$ cat config.mk
export PLATFORM = sky130hd
export DESIGN_NAME = div_share_arb_flat
export DESIGN_NICKNAME = d
export VERILOG_FILES = /design/src/rtl/div_arb_pkg.sv /design/src/rtl/div_share_arb_if.sv /design/src/rtl/div_rr_pick.sv /design/src/rtl/div_share_arb.sv /design/src/flat_wrapper.sv
export SDC_FILE = /design/constraint.sdc
export NUM_CORES = 1
export LEC_CHECK = 0
export CAP_MARGIN = 20
export CELL_PAD_IN_SITES_DETAIL_PLACEMENT = 0
export CELL_PAD_IN_SITES_GLOBAL_PLACEMENT = 2
export CORE_AREA = 2 2 228 230
export DETAILED_ROUTE_END_ITERATION = 16
export DIE_AREA = 0 0 230 232
export DONT_BUFFER_PORTS = 1
export HOLD_SLACK_MARGIN = 0.05
export PLACE_DENSITY_LB_ADDON = 0.1
export RECOVER_POWER = 25
export SLEW_MARGIN = 20
export SYNTH_ARGS = -nofsm -noshare
export SYNTH_HDL_FRONTEND = slang
export SYNTH_SLANG_ARGS = --single-unit
$ cat constraint.sdc
create_clock -name sys_clk -period 10.2 [get_ports sys_clk]
set_input_delay 1.53 -clock sys_clk [delete_from_list [all_inputs] [get_ports sys_clk]]
set_output_delay 1.53 -clock sys_clk [all_outputs]
set_load 0.1 [all_outputs]
$ cat src/rtl/div_arb_pkg.sv
// Shared types and constants for the divider-sharing arbiter (div_share_arb).
// Optional watchdog in the top is enabled with DIV_ARB_TIMEOUT_EN.
package div_arb_pkg;

    localparam int unsigned DATAWIDTH_DEF = 57;

    // Wide enough for any supported operand width; narrowed with a sized cast at use.
    localparam int unsigned QUOT_DIV0_W = 64;
    localparam logic [QUOT_DIV0_W-1:0] QUOT_DIV0 = '1;

    typedef enum logic [1:0] {
        ST_IDLE  = 2'd0,
        ST_ISSUE = 2'd1,
        ST_WAIT  = 2'd2,
        ST_RESP  = 2'd3
    } arb_state_e;

    // Bit width of the round-robin pointer for a given requester count.
    function automatic int unsigned rr_ptr_w(input int unsigned nreq);
        int unsigned w;
        w = 1;
        if (nreq > 2) begin
            w = $clog2(nreq);
        end
        return w;
    endfunction

endpackage

$ cat src/rtl/div_share_arb_if.sv
// Requester and divider handshake bundle of div_share_arb.
// master: the arbiter side; slave: the requesters plus the divider.
interface div_share_arb_if #(
    parameter int unsigned NREQ      = 2,
    parameter int unsigned DATAWIDTH = div_arb_pkg::DATAWIDTH_DEF
);
    logic [NREQ-1:0]           req_valid;
    logic [NREQ*DATAWIDTH-1:0] req_dividend;
    logic [NREQ*DATAWIDTH-1:0] req_divisor;
    logic [NREQ-1:0]           req_ready;
    logic [NREQ-1:0]           rsp_valid;
    logic [DATAWIDTH-1:0]      rsp_quotient;
    logic [DATAWIDTH-1:0]      rsp_remainder;
    logic                      rsp_err;
    logic                      div_en;
    logic [DATAWIDTH-1:0]      div_dividend;
    logic [DATAWIDTH-1:0]      div_divisor;
    logic                      div_ready;
    logic [DATAWIDTH-1:0]      div_quotient;
    logic [DATAWIDTH-1:0]      div_remainder;
    logic                      div_vld;

    modport master (
        input  req_valid, req_dividend, req_divisor,
        output req_ready, rsp_valid, rsp_quotient, rsp_remainder, rsp_err,
        output div_en, div_dividend, div_divisor,
        input  div_ready, div_quotient, div_remainder, div_vld
    );

    modport slave (
        output req_valid, req_dividend, req_divisor,
        input  req_ready, rsp_valid, rsp_quotient, rsp_remainder, rsp_err,
        input  div_en, div_dividend, div_divisor,
        output div_ready, div_quotient, div_remainder, div_vld
    );
endinterface

$ cat src/rtl/div_rr_pick.sv
// Combinational round-robin picker: first set request at or after ptr, wrapping.
// Reusable for any shared resource; gnt is one-hot, found flags a non-empty request set.
module div_rr_pick #(
    parameter int unsigned N  = 2,
    parameter int unsigned PW = 1
) (
    input  logic [N-1:0]  req,
    input  logic [PW-1:0] ptr,
    output logic [N-1:0]  gnt,
    output logic          found
);
    logic [2*N-1:0] w_dbl_req;
    logic [2*N-1:0] w_dbl_gnt;
    logic [N-1:0]   w_rot_req;
    logic [N-1:0]   w_rot_gnt;

    // Rotate so ptr sits at bit 0, take the lowest set bit, rotate back.
    always_comb begin
        w_dbl_req = {req, req} >> ptr;
        w_rot_req = w_dbl_req[N-1:0];
        w_rot_gnt = '0;
        found     = 1'b0;
        for (int unsigned k = 0; k < N; k++) begin
            if (!found && w_rot_req[k]) begin
                w_rot_gnt[k] = 1'b1;
                found        = 1'b1;
            end
        end
        w_dbl_gnt = {w_rot_gnt, w_rot_gnt} << ptr;
        gnt       = w_dbl_gnt[2*N-1:N];
    end

endmodule

$ cat src/rtl/div_share_arb.sv
// Round-robin arbiter sharing one multi-cycle divider among NREQ requesters.
// Define DIV_ARB_TIMEOUT_EN to add a watchdog that answers with err after TIMEOUT_CYC.
module div_share_arb
    import div_arb_pkg::*;
#(
    parameter int unsigned NREQ        = 2,
    parameter int unsigned DATAWIDTH   = DATAWIDTH_DEF,
    parameter int unsigned TIMEOUT_CYC = 256
) (
    input logic             sys_clk,
    input logic             sys_rst,
    div_share_arb_if.master bus
);
    localparam int unsigned PW = rr_ptr_w(NREQ);

    if (NREQ < 2 || NREQ > 8 || TIMEOUT_CYC == 0) begin : g_param_chk
        $error("div_share_arb: NREQ must be 2..8 and TIMEOUT_CYC nonzero");
    end

`ifdef DIV_ARB_TIMEOUT_EN
    localparam int unsigned CW = $clog2(TIMEOUT_CYC + 1);
    logic [CW-1:0] r_wd_cnt;
`endif

    arb_state_e           r_state;
    logic [PW-1:0]        r_ptr;
    logic [PW-1:0]        w_next_ptr;
    logic [NREQ-1:0]      r_gnt;
    logic [NREQ-1:0]      w_gnt;
    logic                 w_found;
    logic [NREQ-1:0]      r_rsp_valid;
    logic [DATAWIDTH-1:0] r_dividend;
    logic [DATAWIDTH-1:0] r_divisor;
    logic [DATAWIDTH-1:0] w_sel_a;
    logic [DATAWIDTH-1:0] w_sel_b;
    logic [DATAWIDTH-1:0] r_rsp_q;
    logic [DATAWIDTH-1:0] r_rsp_r;
    logic                 r_rsp_err;

    div_rr_pick #(
        .N (NREQ),
        .PW(PW)
    ) u_pick (
        .req  (bus.req_valid),
        .ptr  (r_ptr),
        .gnt  (w_gnt),
        .found(w_found)
    );

    // Operand mux driven by the one-hot grant.
    always_comb begin
        w_sel_a = '0;
        w_sel_b = '0;
        for (int unsigned i = 0; i < NREQ; i++) begin
            if (w_gnt[i]) begin
                w_sel_a = bus.req_dividend[i*DATAWIDTH +: DATAWIDTH];
                w_sel_b = bus.req_divisor[i*DATAWIDTH +: DATAWIDTH];
            end
        end
    end

    // Requester just served drops to lowest priority.
    always_comb begin
        w_next_ptr = '0;
        for (int unsigned i = 0; i < NREQ; i++) begin
            if (r_gnt[i]) begin
                w_next_ptr = (i == NREQ - 1) ? '0 : PW'(i + 1);
            end
        end
    end

    // Accept and start are same-cycle pulses, gated so nothing leaves during reset.
    assign bus.req_ready     = (r_state == ST_IDLE && !sys_rst) ? w_gnt : '0;
    assign bus.div_en        = (r_state == ST_ISSUE) && bus.div_ready;
    assign bus.div_dividend  = r_dividend;
    assign bus.div_divisor   = r_divisor;
    assign bus.rsp_valid     = r_rsp_valid;
    assign bus.rsp_quotient  = r_rsp_q;
    assign bus.rsp_remainder = r_rsp_r;
    assign bus.rsp_err       = r_rsp_err;

    always_ff @(posedge sys_clk or posedge sys_rst) begin
        if (sys_rst) begin
            r_state     <= ST_IDLE;
            r_ptr       <= '0;
            r_gnt       <= '0;
            r_dividend  <= '0;
            r_divisor   <= '0;
            r_rsp_valid <= '0;
            r_rsp_q     <= '0;
            r_rsp_r     <= '0;
            r_rsp_err   <= 1'b0;
`ifdef DIV_ARB_TIMEOUT_EN
            r_wd_cnt    <= '0;
`endif
        end else begin
            case (r_state)
                ST_IDLE: begin
                    if (w_found) begin
                        r_gnt      <= w_gnt;
                        r_dividend <= w_sel_a;
                        r_divisor  <= w_sel_b;
                        // Divide-by-zero is answered locally; the divider is never started.
                        if (w_sel_b == '0) begin
                            r_rsp_q     <= DATAWIDTH'(QUOT_DIV0);
                            r_rsp_r     <= w_sel_a;
                            r_rsp_err   <= 1'b1;
                            r_rsp_valid <= w_gnt;
                            r_state     <= ST_RESP;
                        end else begin
                            r_state <= ST_ISSUE;
                        end
                    end
                end
                ST_ISSUE: begin
                    if (bus.div_ready) begin
                        r_state  <= ST_WAIT;
`ifdef DIV_ARB_TIMEOUT_EN
                        r_wd_cnt <= CW'(1);
`endif
                    end
                end
                ST_WAIT: begin
                    if (bus.div_vld) begin
                        r_rsp_q     <= bus.div_quotient;
                        r_rsp_r     <= bus.div_remainder;
                        r_rsp_err   <= 1'b0;
                        r_rsp_valid <= r_gnt;
                        r_state     <= ST_RESP;
                    end
`ifdef DIV_ARB_TIMEOUT_EN
                    else if (r_wd_cnt >= CW'(TIMEOUT_CYC)) begin
                        r_rsp_q     <= '0;
                        r_rsp_r     <= '0;
                        r_rsp_err   <= 1'b1;
                        r_rsp_valid <= r_gnt;
                        r_state     <= ST_RESP;
                    end else begin
                        r_wd_cnt <= r_wd_cnt + CW'(1);
                    end
`endif
                end
                ST_RESP: begin
                    r_rsp_valid <= '0;
                    r_ptr       <= w_next_ptr;
                    r_state     <= ST_IDLE;
                end
                default: r_state <= ST_IDLE;
            endcase
        end
    end

endmodule

$ cat src/flat_wrapper.sv
// flat-port wrapper written by rule: the top's interface ports become plain ports
module div_share_arb_flat import div_arb_pkg::*;
#(
    parameter int unsigned NREQ        = 2,
    parameter int unsigned DATAWIDTH   = DATAWIDTH_DEF,
    parameter int unsigned TIMEOUT_CYC = 256
)
  (sys_clk, sys_rst, bus_req_valid, bus_req_dividend, bus_req_divisor, bus_req_ready, bus_rsp_valid, bus_rsp_quotient, bus_rsp_remainder, bus_rsp_err, bus_div_en, bus_div_dividend, bus_div_divisor, bus_div_ready, bus_div_quotient, bus_div_remainder, bus_div_vld);
  div_share_arb_if #(.NREQ(NREQ), .DATAWIDTH(DATAWIDTH)) bus_i ();
  input logic sys_clk;
  input logic sys_rst;
  input wire logic [$bits(bus_i.req_valid)-1:0] bus_req_valid;
  input wire logic [$bits(bus_i.req_dividend)-1:0] bus_req_dividend;
  input wire logic [$bits(bus_i.req_divisor)-1:0] bus_req_divisor;
  output wire logic [$bits(bus_i.req_ready)-1:0] bus_req_ready;
  output wire logic [$bits(bus_i.rsp_valid)-1:0] bus_rsp_valid;
  output wire logic [$bits(bus_i.rsp_quotient)-1:0] bus_rsp_quotient;
  output wire logic [$bits(bus_i.rsp_remainder)-1:0] bus_rsp_remainder;
  output wire logic [$bits(bus_i.rsp_err)-1:0] bus_rsp_err;
  output wire logic [$bits(bus_i.div_en)-1:0] bus_div_en;
  output wire logic [$bits(bus_i.div_dividend)-1:0] bus_div_dividend;
  output wire logic [$bits(bus_i.div_divisor)-1:0] bus_div_divisor;
  input wire logic [$bits(bus_i.div_ready)-1:0] bus_div_ready;
  input wire logic [$bits(bus_i.div_quotient)-1:0] bus_div_quotient;
  input wire logic [$bits(bus_i.div_remainder)-1:0] bus_div_remainder;
  input wire logic [$bits(bus_i.div_vld)-1:0] bus_div_vld;
  assign bus_i.req_valid = bus_req_valid;
  assign bus_i.req_dividend = bus_req_dividend;
  assign bus_i.req_divisor = bus_req_divisor;
  assign bus_req_ready = bus_i.req_ready;
  assign bus_rsp_valid = bus_i.rsp_valid;
  assign bus_rsp_quotient = bus_i.rsp_quotient;
  assign bus_rsp_remainder = bus_i.rsp_remainder;
  assign bus_rsp_err = bus_i.rsp_err;
  assign bus_div_en = bus_i.div_en;
  assign bus_div_dividend = bus_i.div_dividend;
  assign bus_div_divisor = bus_i.div_divisor;
  assign bus_i.div_ready = bus_div_ready;
  assign bus_i.div_quotient = bus_div_quotient;
  assign bus_i.div_remainder = bus_div_remainder;
  assign bus_i.div_vld = bus_div_vld;
  div_share_arb #(.NREQ(NREQ), .DATAWIDTH(DATAWIDTH), .TIMEOUT_CYC(TIMEOUT_CYC)) u_core (.sys_clk(sys_clk), .sys_rst(sys_rst), .bus(bus_i));
endmodule
==> reports/results.txt <==
largest net degree at the start of global routing: 175
failing checks: capacitance limit, slew limit
cell taking the most area after synthesis: dfrtp_1
CP max FO: 60
synthesis warning total: 0
vias per inst: 4.92
TritonCTS Buffers: 30
Final setup viols: 0
IO Pins: 582
clock buffer depth: 3
Initial Util: 21.6%
Reg2Reg Depth: 7
fin area: 12600 um2
clk_lat worst skew: 0.58 ns
final WL: 45.7 mm
GRT Overall Usage: 16.3%
Worst Path Required: 8.67 ns
post-cts resize count: 0
Placer Congestion: 0.815
EDFF count, synth: 0
r2r endpoint: u_core.bus.rsp_remainder[9]
TritonCTS clock tree: done
hold path depth: 1
Final ANT Viol Nets: 0
total core area: 50900 um2
H-Tree Depth: 1
Slew Limit Fails: 181
CTS Hold Bufs: 0
most frequent cells after synthesis: 236 x dfrtp_1, 114 x a22oi_1, 66 x nand2_1
Post-synth ARST share: 100%
crit-path cells: clkinvlp_2 > and3_1
Via Count: 7926
DIE AREA: 53400 um2
nets: 1261
die width: 230 um
minimum clock period: 6.75 ns
hold path endpoint: u_core.r_ptr
r2r setup slk: 6.51 ns
library cells used by synthesis: 42
RSZ-0062 raised after global routing: no
sequential fraction of the synthesis area: 53.8%
Syn Nets: 1299
Mean Syn Cell Area: 11.6 um2
max cap viols: 3
initial antenna violation count: 4
worst hold start: u_core.r_gnt[1]
Yosys reg bits: 236
Core Rows: 83
worst-margin pin slew: 3.46 ns
Max Fclk: 0.148 GHz
placed cell area: 11600 um2
global-route wire length before repair: 64.1 mm
slowest stage cell, crit path: clkinvlp_2
die height: 232 um
clk sinks: 236
Startpoint Class: input port
Post-CTS Setup Inserts: 0
Reg clk slew, reported paths: 0.06 ns
Fin Setup TNS: 0 ns
leading post-synthesis cells by cell area: dfrtp_1 54%, a22oi_1 7.8%, o2bb2ai_2 5.5%
Hold Path Class: reg2reg
dpl ws: 5.05 ns
TritonRoute pass-1 iters: 5
drt wl/cell: 28.4 um
worst rel slew slack: -131%
Critical R2R Launch: u_core.r_state[0]
DR DRC count: 0
most numerous cell in the Yosys netlist: dfrtp_1
final worst slack: 3.45 ns
CP top delay family: buffers and inverters
Final period util: 66.1%
status: finished, violations left
Clock Root Buffer: clkbuf_16
CP Data Arrival Time: 5.22 ns
antenna fix cells: 0
hpwl dp: 33.3 mm
Buf/Inv on CP: 1
vias in the first global route: 8284
Layout area overhead: 14.7%
cells after synthesis: 947
Congestion Overflow GR: 0
IO Port Bufs: 0
critical path endpoint category: output pin
Clock Skews: 0.0171 ns
Worst path max stage delay: 2.20 ns
share of the synthesized area in the top cell type: 53.8%
synthesized area: 11000 um2
Top FF cell, synth: dfrtp_1
layout cells sized above 1: 12.8%
critical path type: in2out
Hold Vio Cnt, Final: 0
initial drt markers: 432
[routing by layer]
layer | part of all wire, % | wire (um) | track usage (%)
met2 | 49 | 22300 | 27.8
met5 | 0.096 | 44 | 0
met3 | 9.8 | 4460 | 6.29
met4 | 1.8 | 821 | 3.19
met1 | 40 | 18100 | 19.7
[kinds of logic (layout without fill, tap and decap cells)]
logic type / count (synthesis) / in the layout / synth area share (%)
adders and majority gates: 4 / 4 / 0.456
DFF: 236 / 236 / 53.8
and+or+nand+nor: 182 / 182 / 8.57
muxes: 58 / 58 / 5.37
AOI/OAI and AO/OA: 375 / 375 / 27.8
buffers and inverters: 92 / 77 / 4.03
[cells in the final DEF, fill, tap and decap left out, types with 2 or more instances in the layout]
cell type	instances
a21boi_4	2
a21o_1	54
a21oi_1	2
a221oi_1	6
a22oi_1	114
a31oi_1	2
a32o_1	6
buf_4	12
bufinv_16	2
clkbuf_1	9
clkbuf_16	30
clkbuf_8	6
clkinv_2	7
clkinvlp_4	2
dfrtp_1	236
ha_1	4
inv_1	5
mux2_2	7
mux2i_1	51
nand2_1	66
nand3_1	2
nand4_1	6
nor2_1	13
nor2b_1	58
nor3_1	3
nor3b_1	2
nor4_1	26
o21ai_0	59
o21ai_1	3
o21ai_4	3
o22a_1	57
o22ai_1	7
o2bb2ai_1	11
o2bb2ai_2	40
o32ai_1	2
[stage by stage]
stage / std cells / util, % / hold WS [ns]
after detailed placement: 1557 / 22.8 / 0.548
after global routing: 1612 / 24.8 / 0.583
final: 1612 / 24.8 / 0.547
after floorplan: 947 / - / 0.480
after global placement: 1557 / 22.8 / 0.557
after CTS: 1612 / 24.8 / 0.546
[worst reg2reg max path: cells and delay by family, from the launching register on]
family                     cells  cell delay, ns
AOI/OAI and AO/OA              2            1.09
adders and majority gates      1            0.80
buffers and inverters          2            0.70
and+or+nand+nor                2            0.63
DFF                            1            0.39
[state kept, by name, indices dropped and copies added, names as in the netlist]
name	count
u_core.bus.div_dividend	57
u_core.bus.div_divisor	57
u_core.bus.rsp_err	1
u_core.bus.rsp_quotient	57
u_core.bus.rsp_remainder	57
u_core.bus.rsp_valid	2
u_core.r_gnt	2
u_core.r_ptr	1
u_core.r_state	2
[worst max path at each step]
stage / from / endpoint / cells after the start
finish: sys_rst / bus_req_ready[0] / 2
global placement: bus_req_valid[0] / bus_req_ready[1] / 4
global route: sys_rst / bus_req_ready[0] / 2
floorplan: sys_rst / bus_req_ready[0] / 2
CTS: bus_req_valid[0] / bus_req_ready[1] / 4
detailed placement: bus_req_valid[0] / bus_req_ready[1] / 4
[cell type report]
class / instances / area, um2
Fill cell: 5433 / 38300
Sequential cell: 236 / 5910
Multi-Input combinational cell: 619 / 4700
Clock buffer: 43 / 860
Tap cell: 680 / 851
Clock inverter: 12 / 130
Timing Repair Buffer: 15 / 118
Inverter: 7 / 28.8
Power is left out: the tool's default activity adds up to more than one toggle a clock period on the data nets, which glitch-free logic cannot reach.
